===== src/rtl/alu_arbiter_if.sv =====
`default_nettype none
// ============================================================================
//  Module   : alu_arbiter_if
//  Purpose  : Request/response/ALU bundle shared by the arbiter and its users.
//  Revision : 1.0  initial release
// ============================================================================
interface alu_arbiter_if #(
  parameter int WIDTH = 32
);
  logic             req0_valid, req0_ready;
  logic [WIDTH-1:0] req0_a, req0_b;
  logic [3:0]       req0_op;
  logic             req1_valid, req1_ready;
  logic [WIDTH-1:0] req1_a, req1_b;
  logic [3:0]       req1_op;
  logic             rsp0_valid, rsp0_ready, rsp0_zero, rsp0_overflow;
  logic [WIDTH-1:0] rsp0_data;
  logic             rsp1_valid, rsp1_ready, rsp1_zero, rsp1_overflow;
  logic [WIDTH-1:0] rsp1_data;
  logic [WIDTH-1:0] alu_a, alu_b, alu_out;
  logic [3:0]       alu_control;
  logic             alu_zero, alu_overflow;

  // Arbiter side
  modport slave (
    input  req0_valid, req0_a, req0_b, req0_op,
    input  req1_valid, req1_a, req1_b, req1_op,
    output req0_ready, req1_ready,
    output rsp0_valid, rsp0_data, rsp0_zero, rsp0_overflow,
    output rsp1_valid, rsp1_data, rsp1_zero, rsp1_overflow,
    input  rsp0_ready, rsp1_ready,
    output alu_a, alu_b, alu_control,
    input  alu_out, alu_zero, alu_overflow
  );

  // Requester / ALU side
  modport master (
    output req0_valid, req0_a, req0_b, req0_op,
    output req1_valid, req1_a, req1_b, req1_op,
    input  req0_ready, req1_ready,
    input  rsp0_valid, rsp0_data, rsp0_zero, rsp0_overflow,
    input  rsp1_valid, rsp1_data, rsp1_zero, rsp1_overflow,
    output rsp0_ready, rsp1_ready,
    input  alu_a, alu_b, alu_control,
    output alu_out, alu_zero, alu_overflow
  );
endinterface
`default_nettype wire


===== src/rtl/alu_arbiter.sv =====
`default_nettype none
// ============================================================================
//  Module   : alu_arbiter
//  Purpose  : Round-robin sharing of one pipelined ALU between two requesters,
//             returning each tagged result to its owner. ALU_LATENCY 0..4.
//  Revision : 1.0  initial release
// ============================================================================
module alu_arbiter #(
  parameter int WIDTH       = 32,
  parameter int ALU_LATENCY = 1
) (
  input  logic         clk,
  input  logic         rst_n,
  alu_arbiter_if.slave bus
);

  logic [1:0]       r_busy;
  logic [1:0]       r_rsp_valid;
  logic             r_last_grant;
  logic [WIDTH-1:0] r_rsp_data [2];
  logic [1:0]       r_rsp_zero;
  logic [1:0]       r_rsp_overflow;

  logic [1:0]       w_req_valid;
  logic [1:0]       w_rsp_ready;
  logic [1:0]       w_hs;
  logic [1:0]       w_elig;
  logic [1:0]       w_grant;
  logic             w_accept;
  logic             w_exit_v;
  logic             w_exit_id;

  assign w_req_valid = {bus.req1_valid, bus.req0_valid};
  assign w_rsp_ready = {bus.rsp1_ready, bus.rsp0_ready};
  assign w_hs        = r_rsp_valid & w_rsp_ready;
  // A result being consumed this cycle frees its owner for a back-to-back issue
  assign w_elig      = w_req_valid & (~r_busy | w_hs);
  assign w_grant[0]  = w_elig[0] & (~w_elig[1] | r_last_grant);
  assign w_grant[1]  = w_elig[1] & (~w_elig[0] | ~r_last_grant);
  assign w_accept    = |w_grant;

  assign bus.req0_ready  = w_grant[0];
  assign bus.req1_ready  = w_grant[1];
  assign bus.alu_a       = w_grant[0] ? bus.req0_a  : (w_grant[1] ? bus.req1_a  : '0);
  assign bus.alu_b       = w_grant[0] ? bus.req0_b  : (w_grant[1] ? bus.req1_b  : '0);
  assign bus.alu_control = w_grant[0] ? bus.req0_op : (w_grant[1] ? bus.req1_op : 4'b0000);

  assign bus.rsp0_valid    = r_rsp_valid[0];
  assign bus.rsp0_data     = r_rsp_data[0];
  assign bus.rsp0_zero     = r_rsp_zero[0];
  assign bus.rsp0_overflow = r_rsp_overflow[0];
  assign bus.rsp1_valid    = r_rsp_valid[1];
  assign bus.rsp1_data     = r_rsp_data[1];
  assign bus.rsp1_zero     = r_rsp_zero[1];
  assign bus.rsp1_overflow = r_rsp_overflow[1];

  generate
    if (ALU_LATENCY == 0) begin : g_no_pipe
      assign w_exit_v  = w_accept;
      assign w_exit_id = w_grant[1];
    end else begin : g_pipe
      // Owner tag travels alongside the op through the ALU stages
      logic [ALU_LATENCY-1:0] r_tag_v;
      logic [ALU_LATENCY-1:0] r_tag_id;
      always_ff @(posedge clk) begin
        if (!rst_n) begin
          r_tag_v  <= '0;
          r_tag_id <= '0;
        end else begin
          r_tag_v[0]  <= w_accept;
          r_tag_id[0] <= w_grant[1];
          for (int i = 1; i < ALU_LATENCY; i++) begin
            r_tag_v[i]  <= r_tag_v[i-1];
            r_tag_id[i] <= r_tag_id[i-1];
          end
        end
      end
      assign w_exit_v  = r_tag_v[ALU_LATENCY-1];
      assign w_exit_id = r_tag_id[ALU_LATENCY-1];
    end
  endgenerate

  always_ff @(posedge clk) begin
    if (!rst_n) begin
      r_busy         <= '0;
      r_rsp_valid    <= '0;
      r_last_grant   <= 1'b1;
      r_rsp_zero     <= '0;
      r_rsp_overflow <= '0;
      for (int n = 0; n < 2; n++) begin
        r_rsp_data[n] <= '0;
      end
    end else begin
      r_busy <= (r_busy & ~w_hs) | w_grant;
      if (w_accept) begin
        r_last_grant <= w_grant[1];
      end
      for (int n = 0; n < 2; n++) begin
        if (w_exit_v && (w_exit_id == 1'(n))) begin
          r_rsp_valid[n]    <= 1'b1;
          r_rsp_data[n]     <= bus.alu_out;
          r_rsp_zero[n]     <= bus.alu_zero;
          r_rsp_overflow[n] <= bus.alu_overflow;
        end else if (w_hs[n]) begin
          r_rsp_valid[n] <= 1'b0;
        end
      end
    end
  end

endmodule
`default_nettype wire


===== src/flat_wrapper.sv =====
// flat-port wrapper written by rule: the top's interface ports become plain ports
module alu_arbiter_flat 
#(
  parameter int WIDTH       = 32,
  parameter int ALU_LATENCY = 1
)
  (clk, rst_n, bus_req0_valid, bus_req0_a, bus_req0_b, bus_req0_op, bus_req1_valid, bus_req1_a, bus_req1_b, bus_req1_op, bus_req0_ready, bus_req1_ready, bus_rsp0_valid, bus_rsp0_data, bus_rsp0_zero, bus_rsp0_overflow, bus_rsp1_valid, bus_rsp1_data, bus_rsp1_zero, bus_rsp1_overflow, bus_rsp0_ready, bus_rsp1_ready, bus_alu_a, bus_alu_b, bus_alu_control, bus_alu_out, bus_alu_zero, bus_alu_overflow);
  alu_arbiter_if #(.WIDTH(WIDTH)) bus_i ();
  input  logic clk;
  input  logic rst_n;
  input wire logic [$bits(bus_i.req0_valid)-1:0] bus_req0_valid;
  input wire logic [$bits(bus_i.req0_a)-1:0] bus_req0_a;
  input wire logic [$bits(bus_i.req0_b)-1:0] bus_req0_b;
  input wire logic [$bits(bus_i.req0_op)-1:0] bus_req0_op;
  input wire logic [$bits(bus_i.req1_valid)-1:0] bus_req1_valid;
  input wire logic [$bits(bus_i.req1_a)-1:0] bus_req1_a;
  input wire logic [$bits(bus_i.req1_b)-1:0] bus_req1_b;
  input wire logic [$bits(bus_i.req1_op)-1:0] bus_req1_op;
  output wire logic [$bits(bus_i.req0_ready)-1:0] bus_req0_ready;
  output wire logic [$bits(bus_i.req1_ready)-1:0] bus_req1_ready;
  output wire logic [$bits(bus_i.rsp0_valid)-1:0] bus_rsp0_valid;
  output wire logic [$bits(bus_i.rsp0_data)-1:0] bus_rsp0_data;
  output wire logic [$bits(bus_i.rsp0_zero)-1:0] bus_rsp0_zero;
  output wire logic [$bits(bus_i.rsp0_overflow)-1:0] bus_rsp0_overflow;
  output wire logic [$bits(bus_i.rsp1_valid)-1:0] bus_rsp1_valid;
  output wire logic [$bits(bus_i.rsp1_data)-1:0] bus_rsp1_data;
  output wire logic [$bits(bus_i.rsp1_zero)-1:0] bus_rsp1_zero;
  output wire logic [$bits(bus_i.rsp1_overflow)-1:0] bus_rsp1_overflow;
  input wire logic [$bits(bus_i.rsp0_ready)-1:0] bus_rsp0_ready;
  input wire logic [$bits(bus_i.rsp1_ready)-1:0] bus_rsp1_ready;
  output wire logic [$bits(bus_i.alu_a)-1:0] bus_alu_a;
  output wire logic [$bits(bus_i.alu_b)-1:0] bus_alu_b;
  output wire logic [$bits(bus_i.alu_control)-1:0] bus_alu_control;
  input wire logic [$bits(bus_i.alu_out)-1:0] bus_alu_out;
  input wire logic [$bits(bus_i.alu_zero)-1:0] bus_alu_zero;
  input wire logic [$bits(bus_i.alu_overflow)-1:0] bus_alu_overflow;
  assign bus_i.req0_valid = bus_req0_valid;
  assign bus_i.req0_a = bus_req0_a;
  assign bus_i.req0_b = bus_req0_b;
  assign bus_i.req0_op = bus_req0_op;
  assign bus_i.req1_valid = bus_req1_valid;
  assign bus_i.req1_a = bus_req1_a;
  assign bus_i.req1_b = bus_req1_b;
  assign bus_i.req1_op = bus_req1_op;
  assign bus_req0_ready = bus_i.req0_ready;
  assign bus_req1_ready = bus_i.req1_ready;
  assign bus_rsp0_valid = bus_i.rsp0_valid;
  assign bus_rsp0_data = bus_i.rsp0_data;
  assign bus_rsp0_zero = bus_i.rsp0_zero;
  assign bus_rsp0_overflow = bus_i.rsp0_overflow;
  assign bus_rsp1_valid = bus_i.rsp1_valid;
  assign bus_rsp1_data = bus_i.rsp1_data;
  assign bus_rsp1_zero = bus_i.rsp1_zero;
  assign bus_rsp1_overflow = bus_i.rsp1_overflow;
  assign bus_i.rsp0_ready = bus_rsp0_ready;
  assign bus_i.rsp1_ready = bus_rsp1_ready;
  assign bus_alu_a = bus_i.alu_a;
  assign bus_alu_b = bus_i.alu_b;
  assign bus_alu_control = bus_i.alu_control;
  assign bus_i.alu_out = bus_alu_out;
  assign bus_i.alu_zero = bus_alu_zero;
  assign bus_i.alu_overflow = bus_alu_overflow;
  alu_arbiter #(.WIDTH(WIDTH), .ALU_LATENCY(ALU_LATENCY)) u_core (.clk(clk), .rst_n(rst_n), .bus(bus_i));
endmodule

===== config.mk =====
export PLATFORM = sky130hd
export DESIGN_NAME = alu_arbiter_flat
export DESIGN_NICKNAME = d
export VERILOG_FILES = /design/src/rtl/alu_arbiter_if.sv /design/src/rtl/alu_arbiter.sv /design/src/flat_wrapper.sv
export SDC_FILE = /design/constraint.sdc
export NUM_CORES = 1
export LEC_CHECK = 0
export ABC_CLOCK_PERIOD_IN_PS = 4900
export BUFFER_PORTS_ARGS = -buffer_cell sky130_fd_sc_hd__clkbuf_2
export CAP_MARGIN = 20
export CORE_AREA = 2 2 123 125
export DETAILED_ROUTE_END_ITERATION = 10
export DIE_AREA = 0 0 125 127
export SLEW_MARGIN = 20
export SYNTH_ARGS = -nofsm -noshare
export SYNTH_HDL_FRONTEND = slang
export SYNTH_SLANG_ARGS = --single-unit

===== constraint.sdc =====
create_clock -name clk -period 4.9 [get_ports clk]
set_input_delay 0.49 -clock clk [delete_from_list [all_inputs] [get_ports clk]]
set_output_delay 0.49 -clock clk [all_outputs]
set_load 0.1 [all_outputs]

==> impl_metrics.env, run 1 <==
export IMPL_initial_core_util=0.232
export IMPL_layout_commonest_cell="clkbuf_2"
export IMPL_htree_num_levels=3
export IMPL_fmax_ghz=0.319
export IMPL_drive_gt1_frac=0.616
export IMPL_drv_slew=0
export IMPL_dpl_hpwl_um=11300
export IMPL_coreArea_mm2=0.0144
export IMPL_drc=0
export IMPL_ys_seq_area_frac=0.640
export IMPL_status="finished clean"
export IMPL_vias=3302
export IMPL_syn2layout_area_growth_pct=58.4
export IMPL_cts_buffers=9
export IMPL_min_delay_worst_endpoint="u_core.r_rsp_overflow[1]"
export IMPL_cp_cell_sequence="a21boi_2, o311a_2, buf_4, a22o_1, clkbuf_2"
export IMPL_r2r_start="u_core.g_pipe.r_tag_v"
export IMPL_critPathLaunchType="flip-flop"
export IMPL_clockBufferDepth=2
export IMPL_antenna_left=0
export IMPL_period_needed_ps=3140
export IMPL_clk_pin_slew_ps=60
export IMPL_drt_initial_drc_count=221
export IMPL_chipWidth_um=125
export IMPL_max_cap_viol_count=0
export IMPL_clk_latency_ps=320
export IMPL_critPathArrivalTime_ps=2650
export IMPL_final_cell_mix="clkbuf_2, a22o_1, edfxtp_1"
export IMPL_worstHoldStart="bus_alu_overflow"
export IMPL_synth_area_leaders="edfxtp_1, a22o_1, dfxtp_1, and3_1, buf_6"
export IMPL_grt_max_degree=71
export IMPL_cts_hold_buf=0
export IMPL_cpPeakStageDelay_ps=660
export IMPL_viasPerCell=4.50
export IMPL_finalHoldViolations=0
export IMPL_fill_cells=1457
export IMPL_num_rows=44
export IMPL_die_area_mm2=0.0159
export IMPL_ys_ff_latch=75
export IMPL_synth_top_area_share=0.574
export IMPL_die_y_um=127
export IMPL_reg2reg_to="u_core.r_rsp_data[0][7]"
export IMPL_synth_nets=412
export IMPL_critical_path_class="reg -> out"
export IMPL_yosysTopAreaCell="edfxtp_1"
export IMPL_multi_input_area_mm2=0.00103
export IMPL_syn_avg_cell_area_um2=14.2
export IMPL_fin_cells=734
export IMPL_cts_resized_gates=0
export IMPL_rsz0062_at_grt="false"
export IMPL_nets=721
export IMPL_cts_root_buf="clkbuf_16"
export IMPL_wl_per_cell_um=19.1
export IMPL_end_kind="output pin"
export IMPL_critPathMaxFanout=36
export IMPL_numPortBuffers=315
export IMPL_regArea_mm2=0.00214
export IMPL_synth_cell_types=25
export IMPL_fin_skew_ps=4.66
export IMPL_grt_usage=0.168
export IMPL_power_leakage_nw=2.80
export IMPL_place_inst=718
export IMPL_grt_pass1_wl_um=20300
export IMPL_slew_headroom=0.521
export IMPL_final_core_util=0.368
export IMPL_gp_congestion=1.00
export IMPL_worst_slew_pin_slew_ps=718
export IMPL_synth_area_mm2=0.00335
export IMPL_cp_slowest_cell="o311a_2"
export IMPL_min_path_type="in -> reg"
export IMPL_whs_path_depth=3
export IMPL_finalSetupViolCount=0
export IMPL_cts_tree="built"
export IMPL_ir_worst_vdd_v=0.000158
export IMPL_drt_first_pass_iters=4
export IMPL_crit_required_ps=4410
export IMPL_regToRegSetupSlack_ps=3170
export IMPL_ioPinCount=316
export IMPL_post_cts_buffers=0
export IMPL_period_share=0.640
export IMPL_overflow=0
export IMPL_grt_pass1_vias=3390
export IMPL_ys_warnings_count=0
export IMPL_p_per_area_mw_per_mm2=465
export IMPL_synthCells=236
export IMPL_clock_sinks=75
export IMPL_fin_tns_setup_ps=0
export IMPL_routed_wirelength_um=14000
export IMPL_worst_r2r_path_depth=4
export IMPL_antenna_found_initial=1
## power breakdown
group	switching [mW]	leakage, nW	internal [mW]
Combinational	0.958	1.91	0.182
Sequential	0.0153	0.763	0.745
Clock	0.231	0.124	0.335
Total	1.20	2.80	1.26
## worst max-delay path: cells and delay by family (launching register included)
kind	cells	cell delay [ps]
AO/OA/AOI/OAI	3	1130
buffers and inverters	2	830
flip-flops	1	330
## how the worst max path moves through the flow
stage	to	start	slack, ps
floorplan	bus_alu_a[22]	u_core.r_rsp_valid[0]	1520
global placement	bus_alu_a[6]	bus_rsp1_ready	1890
detailed placement	bus_alu_a[26]	bus_rsp1_ready	1860
CTS	bus_alu_a[26]	u_core.r_rsp_valid[1]	1780
global route	bus_alu_a[22]	u_core.r_rsp_valid[1]	1600
finish	bus_alu_b[31]	u_core.r_rsp_valid[1]	1760
## registers in the layout (all words and copies together), names as in the netlist
name	cells
u_core.r_rsp_data	64
u_core.r_busy	2
u_core.r_rsp_overflow	2
u_core.r_rsp_valid	2
u_core.r_rsp_zero	2
u_core.g_pipe.r_tag_id	1
u_core.g_pipe.r_tag_v	1
u_core.r_last_grant	1
## synth_stat cells (all sizes together)
library cell / number
and2: 3
o21a: 1
nor2b: 2
nand2: 7
buf: 15
mux2i: 2
o311a: 1
o21ai: 2
and3: 32
a22o: 68
a21oi: 1
clkbuf: 9
nand2b: 3
nand3b: 1
edfxtp: 64
a21boi: 6
inv: 2
nor3: 1
a21bo: 1
dfxtp: 11
a211oi: 1
o22ai: 1
nand3: 2
## layer usage
metal  routed length [um]  global-route usage
met5                    0                   0
met4                  265              0.0588
met3                 1360              0.0557
met1                 5530               0.204
met2                 6870               0.280
## area by class of cell
type	count	area share
flip-flops and latches	75	0.404
repair buffers	322	0.307
multi-input cells	135	0.195
well taps	184	0.0434
clock buffers	9	0.0425
clock inverters	6	0.00613
inverters	2	0.00142
diodes	1	0.000472
## cell families after synthesis
kind of cell    Yosys count  share of synthesized area
compound gates           82                      0.213
flops                    75                      0.640
simple gates             51                     0.0893
buf+inv                  26                     0.0516
mux                       2                    0.00598
## metrics by stage
stage | hold slack [ps] | worst slack (ps) | cell area [um^2] | power (mW)
after floorplan | 486 | 1520 | 3350 | 1.71
after global placement | 462 | 1890 | 5040 | 1.91
after detailed placement | 464 | 1860 | 5040 | 1.91
after CTS | 424 | 1780 | 5300 | 2.49
after global routing | 442 | 1600 | 5300 | 2.55
final | 432 | 1760 | 5300 | 2.47
Note: power is estimated with default switching activity, not from simulation.
==> run 2, diff against run 1 <==
Settings changed: ABC_CLOCK_PERIOD_IN_PS 4900 to 2680, CORE_AREA 2 2 123 125 to 2 2 124 126, DIE_AREA 0 0 125 127 to 0 0 126 128.
Clock period 4.9 ns to 2.68 ns, I/O delays scaled along.
==> impl_metrics.env, run 2 (synthesis results as in run 1) <==
export IMPL_crit_required_ps=2410
export IMPL_routed_wirelength_um=13200
export IMPL_clk_pin_slew_ps=50
export IMPL_grt_usage=0.156
export IMPL_critPathMaxFanout=28
export IMPL_cts_tree="built"
export IMPL_cts_resized_gates=0
export IMPL_nets=727
export IMPL_clk_latency_ps=320
export IMPL_worst_slew_pin_slew_ps=579
export IMPL_fin_cells=743
export IMPL_cts_buffers=9
export IMPL_max_cap_viol_count=0
export IMPL_clockBufferDepth=2
export IMPL_power_total_mw=4.89
export IMPL_rsz0062_at_grt="false"
export IMPL_whs_ps=214
export IMPL_drc=0
export IMPL_finalHoldViolations=0
export IMPL_cts_hold_buf=0
export IMPL_antenna_found_initial=0
export IMPL_viasPerCell=4.49
export IMPL_drive_gt1_frac=0.641
export IMPL_grt_pass1_vias=3467
export IMPL_power_leakage_nw=3.09
export IMPL_gp_congestion=0.884
export IMPL_critPathArrivalTime_ps=2220
export IMPL_worst_slack_ps=190
export IMPL_vias=3333
export IMPL_ioPinCount=316
export IMPL_final_core_util=0.421
export IMPL_fmax_ghz=0.402
export IMPL_wl_per_cell_um=17.8
export IMPL_fin_tns_setup_ps=0
export IMPL_dp_slack_ps=471
export IMPL_post_cts_buffers=0
export IMPL_largest_reg_flops=64
export IMPL_slew_headroom=0.614
export IMPL_fin_skew_ps=2.51
export IMPL_layout_commonest_cell="clkbuf_2"
export IMPL_drv_slew=0
export IMPL_p_per_area_mw_per_mm2=781
export IMPL_clock_sinks=75
export IMPL_chipWidth_um=126
export IMPL_diodes=0
export IMPL_die_y_um=128
export IMPL_htree_num_levels=3
export IMPL_dpl_hpwl_um=11100
export IMPL_numPortBuffers=315
export IMPL_status="finished clean"
export IMPL_end_kind="output pin"
export IMPL_finalSetupViolCount=0
export IMPL_period_needed_ps=2490
export IMPL_syn2layout_area_growth_pct=86.8
export IMPL_period_share=0.929
export IMPL_placed_cell_area_mm2=0.00599
export IMPL_final_cell_mix="clkbuf_2, edfxtp_1, a22o_1, buf_12, and3_1"
export IMPL_critPathLaunchType="flip-flop"
export IMPL_overflow=0
export IMPL_cts_root_buf="clkbuf_16"
export IMPL_drt_initial_drc_count=130
export IMPL_coreArea_mm2=0.0149
export IMPL_initial_core_util=0.225
export IMPL_die_area_mm2=0.0161
export IMPL_min_path_type="in -> reg"
export IMPL_max_flop_register="u_core.r_rsp_data"
export IMPL_critical_path_class="reg -> out"
export IMPL_place_inst=728
export IMPL_ir_worst_vdd_v=0.000284
export IMPL_fin_area_mm2=0.00625
export IMPL_antenna_left=0
export IMPL_drt_first_pass_iters=4
export IMPL_grt_pass1_wl_um=19500
export IMPL_num_rows=45
export IMPL_grt_max_degree=63
==> run 2: cell count changes in the layout (fill, tap and decap cells not counted), moves of 6 or more <==
cell and change:
a22o_1 -9, a22o_2 +9, buf_12 +59, buf_4 +6
clkbuf_2 -59
==> run 2: area by class of cell <==
cell class                 count  area (um^2)
clock buffer                  10          229
clock inverter                 5         31.3
sequential                    75         2140
fill                        1426         8610
tap                          188          235
inverter                       2         7.51
multi-input combinational    135         1040
timing repair buffer         328         2560
==> run 2: worst paths after layout <==
path         cells past startpoint                        to                  start  slack, ps
max                              4             bus_alu_b[24]  u_core.r_rsp_valid[1]        190
min reg2reg                      2      u_core.r_rsp_zero[1]   u_core.r_rsp_zero[1]        460
min                              3      u_core.r_rsp_zero[1]           bus_alu_zero        210
max reg2reg                      3  u_core.r_rsp_data[0][27]  u_core.g_pipe.r_tag_v       1040
==> run 2: where the power goes <==
group	total [mW]	internal, mW	switching (mW)
Combinational	2.46	0.665	1.79
Sequential	1.39	1.36	0.0324
Clock	1.03	0.615	0.418
Total	4.89	2.64	2.24
==> run 2: routing by layer <==
| metal | global-route usage | wire [um] | vias up |
|---|---|---|---|
| met5 | 0 | 0 | - |
| met4 | 0.0330 | 74 | 0 |
| met3 | 0.0588 | 1370 | 4 |
| met2 | 0.279 | 6860 | 198 |
| met1 | 0.177 | 4920 | 1550 |
| li1 | - | - | 1581 |
==> run 2: worst max-delay path: stages (launching register included) <==
cell,delay (ps)
dfxtp_2,330
a21boi_2,280
o311a_2,590
a22o_1,230
clkbuf_2,460
